==> config.mk <==
export PLATFORM = sky130hd
export DESIGN_NAME = reorder_buffer
export DESIGN_NICKNAME = d
export VERILOG_FILES = /design/src/rtl/reorder_buffer.sv
export SDC_FILE = /design/constraint.sdc
export NUM_CORES = 1
export LEC_CHECK = 0
export CAP_MARGIN = 20
export CORE_UTILIZATION = 40
export CTS_BUF_LIST = sky130_fd_sc_hd__clkbuf_4 sky130_fd_sc_hd__clkbuf_8 sky130_fd_sc_hd__clkbuf_16
export DETAILED_ROUTE_END_ITERATION = 8
export HOLD_SLACK_MARGIN = 0.03
export PLACE_DENSITY_LB_ADDON = 0.08
export SETUP_SLACK_MARGIN = 0.4
export SLEW_MARGIN = 15
export SYNTH_ARGS = -nofsm -noshare
export SYNTH_HDL_FRONTEND = slang
export SYNTH_SLANG_ARGS = --single-unit
export TNS_END_PERCENT = 1
==> constraint.sdc <==
create_clock -name in_clk -period 19.23 [get_ports in_clk]
set_input_delay 1.923 -clock in_clk [delete_from_list [all_inputs] [get_ports in_clk]]
set_output_delay 1.923 -clock in_clk [all_outputs]
set_load 0.1 [all_outputs]
==> src/rtl/reorder_buffer.sv <==
// reorder_buffer: circular reorder buffer between the register file and the
// reservation stations. Allocates one entry per dispatch, resolves pending
// operands from completed entries or same-cycle FU writeback, and retires
// completed entries in program order, one per cycle.
// Ports:
//   in_clk, in_rst            clock, asynchronous active-high reset
//   in_reg_*                  dispatch from the register file
//   in_fu_*                   functional-unit writeback
//   out_next_rob_index        tail entry handed to the current dispatch
//   out_full                  ROB holds ROB_SIZE entries; decode must stall
//   out_rs_*                  registered, operand-resolved dispatch to RS
//   out_commit_*              registered in-order retirement to the regfile
module reorder_buffer #(
    parameter int unsigned ROB_SIZE     = 8,
    parameter int unsigned ROB_IDX_SIZE = 3,
    parameter int unsigned DATA_W       = 64,
    parameter int unsigned GPR_IDX_SIZE = 5
) (
    input  logic                    in_clk,
    input  logic                    in_rst,
    input  logic                    in_reg_done,
    input  logic [GPR_IDX_SIZE-1:0] in_reg_dst,
    input  logic                    in_reg_set_nzcv,
    input  logic                    in_reg_uses_nzcv,
    input  logic                    in_reg_src1_valid,
    input  logic [DATA_W-1:0]       in_reg_src1_value,
    input  logic [ROB_IDX_SIZE-1:0] in_reg_src1_rob_index,
    input  logic                    in_reg_src2_valid,
    input  logic [DATA_W-1:0]       in_reg_src2_value,
    input  logic [ROB_IDX_SIZE-1:0] in_reg_src2_rob_index,
    input  logic                    in_reg_nzcv_valid,
    input  logic [3:0]              in_reg_nzcv,
    input  logic [ROB_IDX_SIZE-1:0] in_reg_nzcv_rob_idx,
    input  logic                    in_fu_done,
    input  logic [ROB_IDX_SIZE-1:0] in_fu_rob_index,
    input  logic [DATA_W-1:0]       in_fu_value,
    input  logic [3:0]              in_fu_nzcv,
    output logic [ROB_IDX_SIZE-1:0] out_next_rob_index,
    output logic                    out_full,
    output logic                    out_rs_done,
    output logic [ROB_IDX_SIZE-1:0] out_rs_rob_index,
    output logic                    out_rs_src1_valid,
    output logic [DATA_W-1:0]       out_rs_src1_value,
    output logic [ROB_IDX_SIZE-1:0] out_rs_src1_rob_index,
    output logic                    out_rs_src2_valid,
    output logic [DATA_W-1:0]       out_rs_src2_value,
    output logic [ROB_IDX_SIZE-1:0] out_rs_src2_rob_index,
    output logic                    out_rs_nzcv_valid,
    output logic [3:0]              out_rs_nzcv,
    output logic [ROB_IDX_SIZE-1:0] out_rs_nzcv_rob_index,
    output logic                    out_commit_done,
    output logic [ROB_IDX_SIZE-1:0] out_commit_rob_index,
    output logic [GPR_IDX_SIZE-1:0] out_commit_reg_index,
    output logic [DATA_W-1:0]       out_commit_value,
    output logic                    out_commit_set_nzcv,
    output logic [3:0]              out_commit_nzcv
);

    localparam int unsigned CNT_W = ROB_IDX_SIZE + 1;

    // Per-entry state
    logic [ROB_SIZE-1:0]     alloc_q;
    logic [ROB_SIZE-1:0]     done_q;
    logic [ROB_SIZE-1:0]     set_nzcv_q;
    logic [GPR_IDX_SIZE-1:0] dst_q   [ROB_SIZE];
    logic [DATA_W-1:0]       value_q [ROB_SIZE];
    logic [3:0]              nzcv_q  [ROB_SIZE];

    logic [ROB_IDX_SIZE-1:0] head_q, head_d;
    logic [ROB_IDX_SIZE-1:0] tail_q, tail_d;
    logic [CNT_W-1:0]        count_q, count_d;

    logic accept_c, commit_c, wb_c;
    logic              src1_valid_c, src2_valid_c, nzcv_valid_c;
    logic [DATA_W-1:0] src1_value_c, src2_value_c;
    logic [3:0]        nzcv_c;

    assign out_full           = (count_q == CNT_W'(ROB_SIZE));
    assign out_next_rob_index = tail_q;
    assign accept_c = in_reg_done & ~out_full;
    assign commit_c = alloc_q[head_q] & done_q[head_q];
    // Writebacks to unallocated entries are dropped
    assign wb_c     = in_fu_done & alloc_q[in_fu_rob_index];

    // Operand resolution: input value, then completed entry, then same-cycle writeback
    always_comb begin
        src1_valid_c = in_reg_src1_valid;
        src1_value_c = in_reg_src1_value;
        if (!in_reg_src1_valid) begin
            if (done_q[in_reg_src1_rob_index]) begin
                src1_valid_c = 1'b1;
                src1_value_c = value_q[in_reg_src1_rob_index];
            end else if (in_fu_done && (in_fu_rob_index == in_reg_src1_rob_index)) begin
                src1_valid_c = 1'b1;
                src1_value_c = in_fu_value;
            end
        end

        src2_valid_c = in_reg_src2_valid;
        src2_value_c = in_reg_src2_value;
        if (!in_reg_src2_valid) begin
            if (done_q[in_reg_src2_rob_index]) begin
                src2_valid_c = 1'b1;
                src2_value_c = value_q[in_reg_src2_rob_index];
            end else if (in_fu_done && (in_fu_rob_index == in_reg_src2_rob_index)) begin
                src2_valid_c = 1'b1;
                src2_value_c = in_fu_value;
            end
        end

        nzcv_valid_c = in_reg_nzcv_valid;
        nzcv_c       = in_reg_nzcv;
        if (in_reg_uses_nzcv && !in_reg_nzcv_valid) begin
            if (done_q[in_reg_nzcv_rob_idx]) begin
                nzcv_valid_c = 1'b1;
                nzcv_c       = nzcv_q[in_reg_nzcv_rob_idx];
            end else if (in_fu_done && (in_fu_rob_index == in_reg_nzcv_rob_idx)) begin
                nzcv_valid_c = 1'b1;
                nzcv_c       = in_fu_nzcv;
            end
        end
    end

    // Pointer and occupancy next state
    always_comb begin
        head_d  = head_q + ROB_IDX_SIZE'(commit_c);
        tail_d  = tail_q + ROB_IDX_SIZE'(accept_c);
        count_d = count_q + CNT_W'(accept_c) - CNT_W'(commit_c);
    end

    // Pointers, entry control bits and registered outputs
    always_ff @(posedge in_clk or posedge in_rst) begin
        if (in_rst) begin
            head_q                <= '0;
            tail_q                <= '0;
            count_q               <= '0;
            alloc_q               <= '0;
            done_q                <= '0;
            out_rs_done           <= 1'b0;
            out_rs_rob_index      <= '0;
            out_rs_src1_valid     <= 1'b0;
            out_rs_src1_value     <= '0;
            out_rs_src1_rob_index <= '0;
            out_rs_src2_valid     <= 1'b0;
            out_rs_src2_value     <= '0;
            out_rs_src2_rob_index <= '0;
            out_rs_nzcv_valid     <= 1'b0;
            out_rs_nzcv           <= '0;
            out_rs_nzcv_rob_index <= '0;
            out_commit_done       <= 1'b0;
            out_commit_rob_index  <= '0;
            out_commit_reg_index  <= '0;
            out_commit_value      <= '0;
            out_commit_set_nzcv   <= 1'b0;
            out_commit_nzcv       <= '0;
        end else begin
            head_q  <= head_d;
            tail_q  <= tail_d;
            count_q <= count_d;

            // head==tail with a commit pending implies full, so alloc and clear never collide
            if (commit_c) alloc_q[head_q] <= 1'b0;
            if (accept_c) begin
                alloc_q[tail_q] <= 1'b1;
                done_q[tail_q]  <= 1'b0;
            end
            if (wb_c) done_q[in_fu_rob_index] <= 1'b1;

            out_rs_done <= accept_c;
            if (accept_c) begin
                out_rs_rob_index      <= tail_q;
                out_rs_src1_valid     <= src1_valid_c;
                out_rs_src1_value     <= src1_value_c;
                out_rs_src1_rob_index <= in_reg_src1_rob_index;
                out_rs_src2_valid     <= src2_valid_c;
                out_rs_src2_value     <= src2_value_c;
                out_rs_src2_rob_index <= in_reg_src2_rob_index;
                out_rs_nzcv_valid     <= nzcv_valid_c;
                out_rs_nzcv           <= nzcv_c;
                out_rs_nzcv_rob_index <= in_reg_nzcv_rob_idx;
            end

            out_commit_done <= commit_c;
            if (commit_c) begin
                out_commit_rob_index <= head_q;
                out_commit_reg_index <= dst_q[head_q];
                out_commit_value     <= value_q[head_q];
                out_commit_set_nzcv  <= set_nzcv_q[head_q];
                out_commit_nzcv      <= nzcv_q[head_q];
            end
        end
    end

    // Entry payload; qualified by alloc/done so it needs no reset
    always_ff @(posedge in_clk) begin
        if (accept_c) begin
            dst_q[tail_q]      <= in_reg_dst;
            set_nzcv_q[tail_q] <= in_reg_set_nzcv;
        end
        if (wb_c) begin
            value_q[in_fu_rob_index] <= in_fu_value;
            nzcv_q[in_fu_rob_index]  <= in_fu_nzcv;
        end
    end

endmodule

# After elaboration in Yosys (flattened, before gate mapping)
# Memory sizes are Yosys's and may differ from the RTL's. A register that Yosys moved wholly into a read port is not among the register bits.
# Index checks and enable logic that the tools add are counted.
[totals] register_bits=187 ram_bits=584 in_bits=226 output_inout_bits=230 wordCells=105 memories=3
[op_classes] add_sub_neg=4 n_lt_le_gt_ge=9 n_eq_ne=4 mux=47 n_bitwise=10 reduce_logical=8
[memory_table] memory="value_q" words=8 word_bits=64 rd=3 rd_clocked_by_memory_dff=1 wr=1 line_no="66" rtl="logic [DATA_W-1:0] value_q [ROB_SIZE];"
[memory_table] memory="dst_q" words=8 word_bits=5 rd=1 rd_clocked_by_memory_dff=1 wr=1 line_no="65" rtl="logic [GPR_IDX_SIZE-1:0] dst_q [ROB_SIZE];"
[memory_table] memory="nzcv_q" words=8 word_bits=4 rd=2 rd_clocked_by_memory_dff=1 wr=1 line_no="67" rtl="logic [3:0] nzcv_q [ROB_SIZE];"
[ops] cell="2-to-1 mux 64 bit" count=6
[ops] cell="2-to-1 mux 8 bit" count=4
[ops] cell="< comparator 3 x 4 -> 1 bit (second input constant)" count=6
[ops] cell="2-to-1 mux 1 bit" count=23
[ops] cell="binary-select mux 1 bit (select 3 bit)" count=7
[ops] cell="AND 8 bit" count=2
[ops] cell="inverter 8 bit" count=2
[ops] cell="bitwise OR 8 bit" count=2
[ops] cell="2-to-1 mux 4 bit" count=3
[ops] cell="demux 1 bit (select 3 bit)" count=3
[ops] cell="== test 3 bit" count=3
[ops] cell=">= comparator 3 x 1 -> 1 bit (second input constant)" count=3
[ops] cell="bitwise mux 8 bit" count=1
[ops] cell="logical AND 1 bit" count=7
[ops] cell="adder 3 x 1 -> 3 bit" count=2
[ops] cell="adder 4 x 1 -> 4 bit" count=1
[ops] cell="== test 4 bit (second input constant)" count=1
[ops] cell="subtractor 4 x 1 -> 4 bit" count=1
[ops] cell="AND 1 bit" count=3
[ops] cell="logical NOT 1 bit" count=1
[ops] cell="inverter 1 bit" count=1

# Logic depth before layout (Yosys ltp)
[depth] word_depth=9 mapped_depth=15 ltp_nobuf=12

# Worst setup path before layout
# Ideal clock, no wire load.
[synth_path] path_kind="input to register" startpoint="input port in_fu_rob_index[1]" endpoint="memory nzcv_q[3][0], enable pin" setup_ns=0.861 arrival_ns=13.133 required_time_ns=18.369 path_slack_ns=5.236 stages=4 n_path_buf=1 path_cell_list="buf_1 mux2i_1 a2bb2oi_1 a2111oi_0"
[synth_between] elab_chain_cells=5
[synth_lines] item="start: declaration" line_no="35" rtl="input logic [ROB_IDX_SIZE-1:0] in_fu_rob_index,"
[synth_lines] item="binary-select mux 1 bit (select 3 bit)" line_no="83" rtl="assign wb_c = in_fu_done & alloc_q[in_fu_rob_index];"
[synth_lines] item="2-to-1 mux 1 bit (implied by the code)" line_no="83"
[synth_lines] item="AND 1 bit" line_no="83"
[synth_lines] item="2-to-1 mux 1 bit" line_no="200" rtl="if (wb_c) begin"
[synth_lines] item="2-to-1 mux 1 bit (implied by the code)" line_no="202" rtl="nzcv_q[in_fu_rob_index] <= in_fu_nzcv;"
[synth_lines] item="end: declaration" line_no="67"
# Parallel ways exist; a longest one is shown, timed or not. The select of a mux whose other input is x is not followed.

# Worst setup path after layout
[layout_path] startpoint="input port in_fu_rob_index[1]" endpoint="memory value_q[2][55], enable pin"
[layout_between] elab_chain_cells=5
[layout_lines] item="binary-select mux 1 bit (select 3 bit)" line_no="83"
[layout_lines] item="2-to-1 mux 1 bit (implied by the code)" line_no="83"
[layout_lines] item="AND 1 bit" line_no="83"
[layout_lines] item="2-to-1 mux 1 bit" line_no="200"
[layout_lines] item="2-to-1 mux 1 bit (implied by the code)" line_no="201" rtl="value_q[in_fu_rob_index] <= in_fu_value;"
[layout_lines] item="end: declaration" line_no="66"
# Parallel ways exist; a longest one is shown, timed or not. The select of a mux whose other input is x is not followed.

==> run summary <==
Yosys top cell area share: 41.7%
GRT met3 Usage: 3.19%
Critical path's top delay family: buffers and inverters
Max Root-Sink Buffers: 3
Failing checks: DRC
CTS Root Cell: clkbuf_16
Syn Inst Count: 2466
CTS resizes: 0
Final critical-path share of the clock period: 26.7%
Final Hold Fails: 0
Worst slew pin tran: 1.10 ns
Post-CTS Hold Buffers: 0
Synth Flop Type: edfxtp_1
Drt total wl: 130 mm
Gp weighted congestion: 0.800
Post-synth cell types: 47
Post-synthesis sequential area ratio: 56.5%
CP max stage delay: 0.84 ns
Drt via density: 5.95
WP buf/inv: 3
Slew Limit Fails: 0
GRT overflow: 0
Maximum VDD drop: 0.000148 V
Die area: 108000 sq um
TNS Setup: 0 ns
Vias in the first global route: 27900
Max-Cap Viols: 0
Clock transition at path regs: 0.06 ns
Diode count: 0
Crit path launch type: input port
Crit path max fanout: 34
Via Count: 25900
Minimum clock period: 5.14 ns
Crit path required time: 19.51 ns
Clk_lat worst skew: 0.66 ns
ANT nets after route: 0
Met1 usage: 32.5%
Post-Syn Nets: 2702
Synth area leader: edfxtp_1
Num ports: 456
FP Rows: 119
Post-Syn Area: 42600 sq um
Starting Density: 40.4%
CTS tree: yes
Pwr dens: 164 nW/um^2
Hold Path Class: register to register
Top cells by area, synth: edfxtp_1 42%, mux4_2 22%, dfrtp_1 15%, mux2i_1 9.1%, mux2_2 4.8%
Port Buffers: 455
Clock sinks: 844
Count leader, synth: edfxtp_1
Fill cells: 8837
Die height: 328 um
Register bit count reported by yosys: 844
Critical path's slowest cell: clkdlybuf4s50_1
FFs w/ async S/R, synth: 29.9%
Initial antenna violation count: 3
Detailed Place HPWL: 79.3 mm
Die X: 328 um
Final #Nets: 3113
Critical path type: input port to register
RSZ-0062 raised after global routing: false
Postcts setup bufs: 0
Initial DRC count: 2287
Synthesis-to-layout area growth: 21.8%
Most used cell, CP: buf_4
Per-cell routed wire length: 29.9 um
Met2 Track Usage GR: 41.2%
Gr usage total: 24.2%
First-pass GRT wire length: 192 mm
DRT Pass-1 Iters: 7
Residual DRC count: 52
Worst hold slack: 0.475 ns
CTS buffer count: 96
Top cells by count, synth: 592 x edfxtp_1, 420 x mux4_2, 389 x mux2i_1
Critical Path AT: 5.42 ns
Run status: finished, violations left
Yosys warns: 0
Crit. End Element: register
Maximum achievable frequency: 195 MHz
Final setup viols: 0
Syn_area_per_cell: 17.3 sq um
Slew headroom: 26.4%
Design Power: 8500 uW
Worst path cell trace: clkdlybuf4s50_1, mux2i_1, a2bb2oi_1, or3_1, nor2_4, buf_4, buf_4
Pin count of the biggest net entering global routing: 85
Gr busiest metal: met2
Core ar.: 105000 sq um
Leak: 0.0185 uW
Worst Skew: 0.0254 ns
Post-synth EDFFs: 592
H-tree depth: 3
Layout cell share with drive strength beyond 1: 28.7%
logic make-up (layout without fill, tap and decap cells):
group	after synthesis	in the layout	synth area share, %
multiplexers	1019	1019	36.9
flip-flops	844	844	56.5
AO/OA/AOI/OAI	44	44	0.737
AND/OR/NAND/NOR	325	325	3.09
buffers and inverters	211	705	2.19
adder cells (fa/ha/maj)	10	10	0.311
XOR/XNOR	13	13	0.267
worst paths after layout:
check	startpoint	to	slack (ns)	cells after the start
worst min-delay path	out_rs_nzcv_rob_index[0]	out_rs_nzcv_rob_index[0]	0.48	2
max in group asynchronous	in_rst	out_commit_value[47]	16.17	3
worst max register to register	head_q[1]	head_q[2]	14.77	8
worst max-delay path	in_fu_rob_index[1]	value_q[2][55]	14.09	7
worst min register to register	out_rs_nzcv_rob_index[0]	out_rs_nzcv_rob_index[0]	0.48	2
min in group asynchronous	in_rst	out_commit_reg_index[2]	1.69	2
placed cells by master, fill, tap and decap left out, drive strengths merged, types with 12 or more instances in the layout:
cell           count
inv               24
edfxtp           592
nor2              14
clkinvlp          14
clkdlybuf4s50    448
mux4             420
mux2             209
dfrtp            252
nand2            275
clkinv            39
mux2i            390
buf               55
clkbuf           114
o21ai             12
per-stage QoR:
| stage | worst slack, ns | util [%] | cell area [sq um] | cells |
|---|---|---|---|---|
| after detailed placement | 13.41 | 46.1 | 48600 | 4170 |
| final | 14.09 | 49.2 | 51900 | 4351 |
| after global routing | 13.95 | 49.2 | 51900 | 4351 |
| after floorplan | 5.24 | - | 42600 | 2466 |
| after global placement | 13.46 | 46.1 | 48600 | 4169 |
| after CTS | 14.11 | 49.2 | 51900 | 4351 |
power breakdown:
part	total (uW)	internal, uW	switching [uW]
sequential	2530	2260	268
combinational	4070	1280	2790
clock	1900	1130	775
routing by layer:
metal	part of all wire (%)	vias up
met5	0.010	-
met2	50	997
met3	5.3	188
met1	42	13900
li1	-	10800
met4	2.5	2
tightest hold or removal path: stages (launching register included):
cell     delay, ns
dfrtp_1       0.34
nand2_1       0.05
nand2_1       0.05
registers in the layout, summed over array words and instances (netlist names), 5 cells and up:
signal,count
dst_q,40
nzcv_q,32
done_q,8
out_rs_src2_value,64
out_commit_reg_index,5
alloc_q,8
out_rs_src1_value,64
set_nzcv_q,8
out_commit_value,64
value_q,512
final cells by class:
| class | instances | area (sq um) | area share, % |
|---|---|---|---|
| Tap cell | 1391 | 1740 | 3.35 |
| Clock inverter | 67 | 683 | 1.32 |
| Clock buffer | 114 | 2630 | 5.06 |
| Sequential cell | 844 | 24100 | 46.4 |
| Inverter | 21 | 93.8 | 0.181 |
| Multi-Input combinational cell | 1411 | 17700 | 34.1 |
| Timing Repair Buffer | 503 | 4950 | 9.54 |
No activity file was read; power rests on OpenSTA's default activity.
